## src/rtl/uart_mem_loader_if.sv

```systemverilog
// Byte-stream input and memory-write output of the UART memory loader.
// The master modport is the loader side; the slave modport is the UART/memory side.
interface uart_mem_loader_if #(
  parameter int ADDR_WIDTH = 14
);
  logic                  rx_valid;
  logic [7:0]            rx_data;
  logic                  mem_write;
  logic [3:0]            mem_wmask;
  logic [31:0]           mem_wdata;
  logic [ADDR_WIDTH-1:0] mem_addr;
  logic                  busy;
  logic                  done;
  logic                  error;

  modport master (
    input  rx_valid, rx_data,
    output mem_write, mem_wmask, mem_wdata, mem_addr, busy, done, error
  );

  modport slave (
    output rx_valid, rx_data,
    input  mem_write, mem_wmask, mem_wdata, mem_addr, busy, done, error
  );
endinterface

```

## src/rtl/uart_mem_loader.sv

```systemverilog
// Parses framed UART bytes (sync, address, length, payload, checksum) and
// writes the payload into word-addressed memory with byte-lane masks.
module uart_mem_loader #(
  parameter int ADDR_WIDTH = 14,
  parameter int TIMEOUT    = 1_200_000
) (
  input logic               clk,
  input logic               rst,
  uart_mem_loader_if.master bus
);
  localparam int         IDLE_W    = $clog2(TIMEOUT + 1);
  localparam logic [7:0] SYNC_BYTE = 8'h55;

  typedef enum logic [2:0] {IDLE, ADDR, LEN, DATA, CSUM, DONE, ERR} state_t;

  state_t                state_q, state_d;
  logic [31:0]           byte_cnt_q, byte_cnt_d;   // byte index within the current field
  logic [23:0]           addr_q, addr_d;           // first three load-address bytes
  logic [31:0]           len_q, len_d;             // payload length, shifted in LE
  logic [7:0]            csum_q, csum_d;
  logic [23:0]           wbuf_q, wbuf_d;           // lanes 0..2 of the word being assembled
  logic [IDLE_W-1:0]     idle_cnt_q, idle_cnt_d;
  logic                  mem_write_q, mem_write_d;
  logic [3:0]            mem_wmask_q, mem_wmask_d;
  logic [31:0]           mem_wdata_q, mem_wdata_d;
  logic [ADDR_WIDTH-1:0] mem_addr_q, mem_addr_d;

  logic [31:0] addr_new;
  logic [31:0] len_new;
  logic [31:0] word_new;
  logic [1:0]  lane;
  logic        last_byte;
  logic        in_frame;

  assign lane      = byte_cnt_q[1:0];
  assign addr_new  = {bus.rx_data, addr_q};
  assign len_new   = {bus.rx_data, len_q[31:8]};
  assign last_byte = (byte_cnt_q == len_q - 32'd1);
  assign in_frame  = (state_q == ADDR) || (state_q == LEN) ||
                     (state_q == DATA) || (state_q == CSUM);
  // Lane 0 starts a fresh word so unfilled upper lanes are always zero.
  assign word_new  = (lane == 2'd0) ? {24'd0, bus.rx_data}
                                    : ({8'd0, wbuf_q} | ({24'd0, bus.rx_data} << {lane, 3'b000}));

  // Next-state and datapath: frame parsing, word packing, idle timeout.
  always_comb begin
    state_d     = state_q;
    byte_cnt_d  = byte_cnt_q;
    addr_d      = addr_q;
    len_d       = len_q;
    csum_d      = csum_q;
    wbuf_d      = wbuf_q;
    idle_cnt_d  = idle_cnt_q;
    mem_write_d = 1'b0;
    mem_wmask_d = mem_wmask_q;
    mem_wdata_d = mem_wdata_q;
    // The address advances once the write pulse has been presented.
    mem_addr_d  = mem_write_q ? mem_addr_q + ADDR_WIDTH'(1) : mem_addr_q;

    if (in_frame) begin
      if (bus.rx_valid) begin
        idle_cnt_d = '0;
      end else if (idle_cnt_q == IDLE_W'(TIMEOUT - 1)) begin
        idle_cnt_d = '0;
        state_d    = ERR;
      end else begin
        idle_cnt_d = idle_cnt_q + IDLE_W'(1);
      end
    end

    if (bus.rx_valid) begin
      case (state_q)
        ADDR: begin
          addr_d     = addr_new[31:8];
          byte_cnt_d = byte_cnt_q + 32'd1;
          if (lane == 2'd3) begin
            byte_cnt_d = '0;
            mem_addr_d = addr_new[ADDR_WIDTH+1:2];
            state_d    = (addr_new[1:0] != 2'b00) ? ERR : LEN;
          end
        end
        LEN: begin
          len_d      = len_new;
          byte_cnt_d = byte_cnt_q + 32'd1;
          if (lane == 2'd3) begin
            byte_cnt_d = '0;
            state_d    = (len_new == 32'd0) ? CSUM : DATA;
          end
        end
        DATA: begin
          csum_d     = csum_q + bus.rx_data;
          byte_cnt_d = byte_cnt_q + 32'd1;
          wbuf_d     = word_new[23:0];
          if ((lane == 2'd3) || last_byte) begin
            mem_write_d = 1'b1;
            mem_wdata_d = word_new;
            case (lane)
              2'd0:    mem_wmask_d = 4'b0001;
              2'd1:    mem_wmask_d = 4'b0011;
              2'd2:    mem_wmask_d = 4'b0111;
              default: mem_wmask_d = 4'b1111;
            endcase
          end
          if (last_byte) begin
            state_d = CSUM;
          end
        end
        CSUM: begin
          state_d = (bus.rx_data == csum_q) ? DONE : ERR;
        end
        default: begin
          // IDLE, DONE, ERR: only a sync byte starts a new frame.
          if (bus.rx_data == SYNC_BYTE) begin
            state_d    = ADDR;
            byte_cnt_d = '0;
            csum_d     = '0;
            idle_cnt_d = '0;
          end
        end
      endcase
    end
  end

  // State and output registers with asynchronous reset.
  always_ff @(posedge clk or posedge rst) begin
    if (rst) begin
      state_q     <= IDLE;
      byte_cnt_q  <= '0;
      addr_q      <= '0;
      len_q       <= '0;
      csum_q      <= '0;
      wbuf_q      <= '0;
      idle_cnt_q  <= '0;
      mem_write_q <= 1'b0;
      mem_wmask_q <= '0;
      mem_wdata_q <= '0;
      mem_addr_q  <= '0;
    end else begin
      state_q     <= state_d;
      byte_cnt_q  <= byte_cnt_d;
      addr_q      <= addr_d;
      len_q       <= len_d;
      csum_q      <= csum_d;
      wbuf_q      <= wbuf_d;
      idle_cnt_q  <= idle_cnt_d;
      mem_write_q <= mem_write_d;
      mem_wmask_q <= mem_wmask_d;
      mem_wdata_q <= mem_wdata_d;
      mem_addr_q  <= mem_addr_d;
    end
  end

  assign bus.mem_write = mem_write_q;
  assign bus.mem_wmask = mem_wmask_q;
  assign bus.mem_wdata = mem_wdata_q;
  assign bus.mem_addr  = mem_addr_q;
  assign bus.busy      = in_frame;
  assign bus.done      = (state_q == DONE);
  assign bus.error     = (state_q == ERR);
endmodule

```

## src/flat_wrapper.sv

```systemverilog
// flat-port wrapper written by rule: the top's interface ports become plain ports
module uart_mem_loader_flat 
#(
  parameter int ADDR_WIDTH = 14,
  parameter int TIMEOUT    = 1_200_000
)
  (clk, rst, bus_rx_valid, bus_rx_data, bus_mem_write, bus_mem_wmask, bus_mem_wdata, bus_mem_addr, bus_busy, bus_done, bus_error);
  uart_mem_loader_if #(.ADDR_WIDTH(ADDR_WIDTH)) bus_i ();
  input logic clk;
  input logic rst;
  input wire logic [$bits(bus_i.rx_valid)-1:0] bus_rx_valid;
  input wire logic [$bits(bus_i.rx_data)-1:0] bus_rx_data;
  output wire logic [$bits(bus_i.mem_write)-1:0] bus_mem_write;
  output wire logic [$bits(bus_i.mem_wmask)-1:0] bus_mem_wmask;
  output wire logic [$bits(bus_i.mem_wdata)-1:0] bus_mem_wdata;
  output wire logic [$bits(bus_i.mem_addr)-1:0] bus_mem_addr;
  output wire logic [$bits(bus_i.busy)-1:0] bus_busy;
  output wire logic [$bits(bus_i.done)-1:0] bus_done;
  output wire logic [$bits(bus_i.error)-1:0] bus_error;
  assign bus_i.rx_valid = bus_rx_valid;
  assign bus_i.rx_data = bus_rx_data;
  assign bus_mem_write = bus_i.mem_write;
  assign bus_mem_wmask = bus_i.mem_wmask;
  assign bus_mem_wdata = bus_i.mem_wdata;
  assign bus_mem_addr = bus_i.mem_addr;
  assign bus_busy = bus_i.busy;
  assign bus_done = bus_i.done;
  assign bus_error = bus_i.error;
  uart_mem_loader #(.ADDR_WIDTH(ADDR_WIDTH), .TIMEOUT(TIMEOUT)) u_core (.clk(clk), .rst(rst), .bus(bus_i));
endmodule
```

## config.mk

```make
export PLATFORM = sky130hd
export DESIGN_NAME = uart_mem_loader_flat
export DESIGN_NICKNAME = d
export VERILOG_FILES = /design/src/rtl/uart_mem_loader_if.sv /design/src/rtl/uart_mem_loader.sv /design/src/flat_wrapper.sv
export SDC_FILE = /design/constraint.sdc
export NUM_CORES = 1
export LEC_CHECK = 0
export ABC_AREA = 1
export BUFFER_PORTS_ARGS = -buffer_cell sky130_fd_sc_hd__buf_4
export CORE_MARGIN = 5
export CORE_UTILIZATION = 35
export CTS_BUF_LIST = sky130_fd_sc_hd__clkbuf_2
export CTS_CLUSTER_SIZE = 10
export DETAILED_ROUTE_END_ITERATION = 10
export PLACE_DENSITY = 0.48
export SYNTH_ARGS = -nofsm -noshare
export SYNTH_HDL_FRONTEND = slang
export SYNTH_SLANG_ARGS = --single-unit
```

## constraint.sdc

```tcl
create_clock -name clk -period 16.2 [get_ports clk]
set_clock_uncertainty 0.15 [all_clocks]
set_input_delay 2.43 -clock clk [delete_from_list [all_inputs] [get_ports clk]]
set_output_delay 2.43 -clock clk [all_outputs]
set_load 0.01 [all_outputs]
```

==> results of run 1 <==
[kinds of logic (layout without fill, tap and decap cells)]
kind of cell,after synthesis,after routing,synth area share [%]
simple gates,794,794,30.7
compound gates,240,240,11.8
buf+inv,234,289,8.27
flops,195,195,44.1
xor+xnor,41,41,3.25
fa+ha+maj,16,16,1.88
other cells,0,1,0
[worst paths after layout]
path                                            to  depth (start not counted)
setup / recovery                          bus_busy                          7
hold / removal                   u_core.addr_q[13]                          2
setup reg to reg           u_core.bus.mem_wmask[2]                         16
hold reg to reg                  u_core.addr_q[13]                          2
max in group asynchronous        u_core.wbuf_q[23]                          4
min in group asynchronous    u_core.idle_cnt_q[11]                          2
[state kept, by name, indices dropped and copies added (netlist names)]
register / count
u_core.bus.mem_wdata: 32
u_core.byte_cnt_q: 32
u_core.len_q: 32
u_core.addr_q: 24
u_core.wbuf_q: 24
u_core.idle_cnt_q: 21
u_core.bus.mem_addr: 14
u_core.csum_q: 8
u_core.bus.mem_wmask: 4
u_core.state_q: 3
u_core.bus.mem_write: 1
[cell usage in the layout, fill, tap and decap left out, drive strengths merged, types with 4 or more instances in the layout]
cell type / instances
a21oi: 51
a22oi: 5
a31oi: 4
buf: 72
clkbuf: 17
clkinv: 6
dfrtp: 195
ha: 15
inv: 190
nand2: 420
nand3: 104
nand3b: 8
nand4: 18
nor2: 173
nor3: 48
nor4: 13
o211ai: 4
o21ai: 148
o22ai: 11
or2: 5
xnor2: 12
xor2: 29
[worst max-delay path, cell delays in order (launching register included)]
cell and delay, ns:
dfrtp_1 0.50, inv_1 0.10, nand2_1 0.07, nor2_1 0.17
nor2_1 0.08, buf_4 0.20, inv_2 0.19, buf_4 0.16
[power by group]
part | switching (W) | internal [W] | leakage [nW]
Sequential | 0.000167 | 0.000645 | 2.54
Combinational | 0.000527 | 0.000292 | 3.12
Clock | 0.000192 | 0.0000765 | 0.150
Total | 0.000887 | 0.00101 | 5.81
[metrics by stage]
stage          setup WS (ns)  instances  util [%]  area [sq um]  hold WS, ns
6_report               11.31       1978      38.7         12200        0.366
5_1_grt                11.05       1978      38.7         12200        0.393
4_1_cts                11.22       1977      38.7         12200        0.370
3_5_place_dp           10.82       1945      37.9         11900        0.310
3_3_place_gp           11.02       1945      37.9         11900        0.304
2_1_floorplan           8.31       1520         -         11100        0.293
[per-layer routing]
metal | track usage [%] | part of all wire (%)
met5 | 0 | 0
met4 | 4.12 | 1.5
met3 | 3.52 | 4.1
met2 | 29.2 | 45
met1 | 27.5 | 49
[final cells by class]
type	count	share of cell area, %
well taps	402	4.14
clock buffers	17	0.700
repair buffers	72	4.45
flip-flops and latches	195	40.1
inverters	185	5.77
clock inverters	15	1.42
multi-input cells	1091	43.4
diodes	1	0.0206
==> reports/metrics.yaml, run 1 <==
fillers: 3352
drt_wl_total_mm: 33.2
postCtsSetupBuffers: 0
ir_drop_mv: 0.0614
multi_input_area_sq_um: 5270
setup_tns_ns: 0
ant_nets: 0
numPortBuffers: 64
yosysSeqAreaShare_pct: 44.1
rsz0062_at_grt: "no"
yosys_most_used_dff: "dfrtp_1"
post_cts_resized: 0
syn_area_per_cell_sq_um: 7.28
ys.warnings.count: 0
arrival_ns: 2.31
coreArea_sq_um: 31400
die_height_microns: 188
ios: 65
syn_nets: 1547
grt_overflow_total: 0
antenna_found_initial: 1
critPathCaptureType: "primary output"
path_max_fanout: 16
holdBufCountCts: 0
grt_pass1_vias: 9574
synth.top_cell.area_share_pct: 44.1
postSynthCellCount: 1520
drv_slew: 0
power_density_nw_per_um2: 156
netlist-cell-type-count: 51
power_w: 0.00190
die_w_microns: 188
synthTopCellsByArea: "dfrtp_1, nand2_1, o21ai_0"
synth_top_area_cell: "dfrtp_1"
drc_errors: 0
min_period_over_period_pct: 30.2
drt-vias-per-instance: 5.06
cts_root_buf: "clkbuf_2"
cp-startpoint: "u_core.state_q[0]"
wl_per_cell_microns: 16.8
grt_pass1_wl_mm: 53.5
synth_area_sq_um: 11100
period_needed_ns: 4.89
start_util_pct: 35.2
status: "finished clean"
drt-initial-drc-count: 784
via_count: 10000
cts_buffers: 17
max_freq_mhz: 204
yosys-top-cells-count: "nand2_1, dfrtp_1, inv_1, nor2_1, o21ai_0"
hp-class: "flop to flop"
ys_seq_elements: 195
area_delta_synth_final_pct: 9.93
tightestPinTransition_ns: 0.870
cts_tree: "done"
grt_max_degree: 85
grt_util_all_layers_pct: 18.8
synth_most_common_cell: "nand2_1"
max-cap-violations: 0
r2r_start: "u_core.byte_cnt_q[0]"
drt_pass1_iterations: 5
hp-start: "u_core.addr_q[13]"
nets: 1589
cts_buffer_depth: 2
critPathRequiredTime_ns: 13.62
dp_hpwl_mm: 24.4
setup_viol: 0
leakage_nw: 5.81
slew_headroom_pct: 41.9
r2r_setup_slack_ns: 12.05
path_class: "flop to primary output"
synth_edf_count: 0
cp-start-kind: "flop"
gp_congestion: 0.896
drive_gt1_share_pct: 8.70
rows: 65
seq_area_sq_um: 4880
async_flop_share_pct: 100
htree_levels: 4
hold_viol: 0
clk_transition_reported_paths_ns: 0.33
clock_sinks: 195
insertion_delay_ns: 0.86
dieArea_sq_um: 35300
No activity file was read; power rests on OpenSTA's default activity.
==> inputs of run 2 (changes only) <==
--- a/config.mk
+++ b/config.mk
@@ -12,7 +12,7 @@
 export CTS_BUF_LIST = sky130_fd_sc_hd__clkbuf_2
 export CTS_CLUSTER_SIZE = 10
 export DETAILED_ROUTE_END_ITERATION = 10
-export PLACE_DENSITY = 0.48
+export PLACE_DENSITY = 0.5
 export SYNTH_ARGS = -nofsm -noshare
 export SYNTH_HDL_FRONTEND = slang
 export SYNTH_SLANG_ARGS = --single-unit
==> constraint.sdc (replaced) <==
create_clock -name clk -period 3.95 [get_ports clk]
set_clock_uncertainty 0.15 [all_clocks]
set_input_delay 0.5925 -clock clk [delete_from_list [all_inputs] [get_ports clk]]
set_output_delay 0.5925 -clock clk [all_outputs]
set_load 0.01 [all_outputs]
==> run 2 against run 1 <==
Clock power grew to 3.7 times the previous value. Final cell count grew 1.0%. Sequential power grew to 4.0 times the previous value. Sequential cell count is the same. Global-route usage shrank 0.28 points. Die area is the same. Critical path depth grew 5. Sequential share of layout area shrank 0.53 points. Via count shrank 0.56%. Critical path type is now flop to flop. Critical endpoint is now u_core.byte_cnt_q[26]. Largest power group unchanged. Highest routed layer unchanged.
==> reports/metrics.yaml, run 2 (synthesis gave the netlist of run 1 again) <==
numPortBuffers: 64  # unchanged
slew_headroom_pct: 41.3  # -0.66 points
top_usage_layer: "met2"
drc_errors: 0  # unchanged
max-cap-violations: 0  # unchanged
start_util_pct: 35.2  # unchanged
status: "finished clean"
clk_transition_reported_paths_ns: 0.28  # -0.05 ns
period_needed_ns: 3.21
grtUsageMet3_pct: 2.98  # -0.54 points
nets: 1609  # +1.3%
grt_pass1_wl_mm: 53.5  # about the same
drive_gt1_share_pct: 9.22  # +0.52 points
max_freq_mhz: 312
drv_slew: 0  # unchanged
layout.cells.non_filler: 1998  # +1.0%
tightestPinTransition_ns: 0.881  # +0.0108 ns
fillers: 3378  # +0.78%
wl_per_cell_microns: 16.0  # -4.4%
grt_util_met2_pct: 29.3  # about the same
ios: 65  # unchanged
drt-vias-per-instance: 4.98  # -1.6%
cp-start-kind: "flop"
rsz0062_at_grt: "no"
dp_hpwl_mm: 23.7  # -2.9%
setup_viol: 0  # unchanged
final_common_cell: "nand2_1"
grt_pass1_vias: 9856  # +2.9%
drt_wl_total_mm: 32.0  # -3.4%
insertion_delay_ns: 0.81  # -0.05 ns
power_w: 0.00770  # +310%
grt_use_met1_pct: 26.7  # -0.81 points
dieArea_sq_um: 35300  # unchanged
via_count: 9945  # -0.56%
ant_nets: 0  # unchanged
rows: 65  # unchanged
critPathRequiredTime_ns: 4.53  # -9.09 ns
grt_overflow_total: 0  # unchanged
die_height_microns: 188  # unchanged
hold_viol: 0  # unchanged
cts_buffers: 17  # unchanged
area_delta_synth_final_pct: 11.4
power_density_nw_per_um2: 625  # +300%
cts_buffer_depth: 2  # unchanged
min_period_over_period_pct: 81.2
dp_cells: 1955  # +0.51%
path_max_fanout: 12  # -4
coreArea_sq_um: 31400  # unchanged
arrival_ns: 3.79  # +1.48 ns
drt_pass1_iterations: 5  # unchanged
drt-initial-drc-count: 584  # -26%
setup_tns_ns: 0  # unchanged
cts_root_buf: "clkbuf_2"
grt_util_all_layers_pct: 18.6  # -0.28 points
htree_levels: 4  # unchanged
grt_max_degree: 137  # +61%
cts_tree: "done"
gp_congestion: 0.883  # -1.4%
hp-class: "primary input to asynchronous set/reset pin"
die_w_microns: 188  # unchanged
critPathCaptureType: "flop"
clock_sinks: 195  # unchanged
ir_drop_mv: 0.297  # +380%
leakage_nw: 5.88  # +1.3%
antenna_found_initial: 1  # unchanged
path_class: "flop to flop"
mostFrequentLayoutCells: "nand2_1, dfrtp_1, inv_1"
[run 2: changes by cell type in the layout (fill, tap and decap cells not counted)]
cell and change:
buf_12 +1, buf_4 +9, bufinv_16 -1, clkbuf_2 +1, clkinv_4 -1, clkinv_8 +2, clkinvlp_4 +1, dlygate4sd3_1 +10
inv_6 +3, inv_8 -5
[run 2: path summary, 6_finish.rpt]
kind,from,endpoint,slack (ns),depth (start not counted)
max,u_core.byte_cnt_q[0],u_core.byte_cnt_q[26],0.74,12
min,rst,u_core.byte_cnt_q[14],0.32,4
max reg2reg,u_core.byte_cnt_q[0],u_core.byte_cnt_q[26],0.74,12
min reg2reg,u_core.addr_q[18],u_core.addr_q[10],0.34,2
max in group asynchronous,rst,u_core.byte_cnt_q[7],2.60,4
min in group clk,u_core.addr_q[18],u_core.addr_q[10],0.34,2
[run 2: power breakdown]
part	switching (W)	total, W	leakage [nW]	internal, W
sequential	0.000629	0.00327	2.54	0.00265
clock	0.000754	0.00100	0.139	0.000251
combinational	0.00217	0.00342	3.20	0.00125
total	0.00355	0.00770	5.88	0.00415
[run 2: layer usage]
| metal | up-vias | wire length (microns) | part of all wire [%] |
|---|---|---|---|
| met5 | - | 0 | 0 |
| met2 | 209 | 14500 | 45 |
| met3 | 38 | 1270 | 4.0 |
| li1 | 5043 | - | - |
| met1 | 4655 | 15600 | 49 |
| met4 | 0 | 654 | 2.0 |
[run 2: cell type report]
type	count	area (sq um)	share of cell area (%)
diodes	1	2.50	0.0203
clock buffers	18	90.1	0.731
clock inverters	14	148	1.20
inverters	185	698	5.67
multi-input cells	1091	5270	42.8
flip-flops and latches	195	4880	39.6
well taps	402	503	4.08
repair buffers	92	728	5.91
[run 2: repair_timing]
item | CTS | global route
hold buffers | 10 | 0
resized for setup | 0 | 0
endpoints found under the hold margin | 239 | 0
setup buffers | 0 | 0
[run 2: critical path, stage by stage (launching register included)]
cell	delay (ns)
dfrtp_1	0.73
ha_1	0.26
nand3_1	0.14
nor2_1	0.25
nand2_1	0.10
inv_2	0.09
nand3_1	0.10
nor3_2	0.22
nor3b_2	0.41
nand3_1	0.22
nor3_1	0.24
o21ai_0	0.11
a21oi_1	0.13
[run 2: through the flow]
| stage | instance area (sq um) | setup slack (ns) | util [%] | hold slack, ns |
|---|---|---|---|---|
| 2_1_floorplan | 11100 | 0.689 | - | 0.293 |
| 3_3_place_gp | 12000 | 0.822 | 38.2 | 0.305 |
| 3_5_place_dp | 12000 | 0.780 | 38.2 | 0.307 |
| 4_1_cts | 12300 | 0.834 | 39.2 | 0.334 |
| 5_1_grt | 12300 | 0.449 | 39.3 | 0.362 |
| 6_report | 12300 | 0.743 | 39.3 | 0.321 |
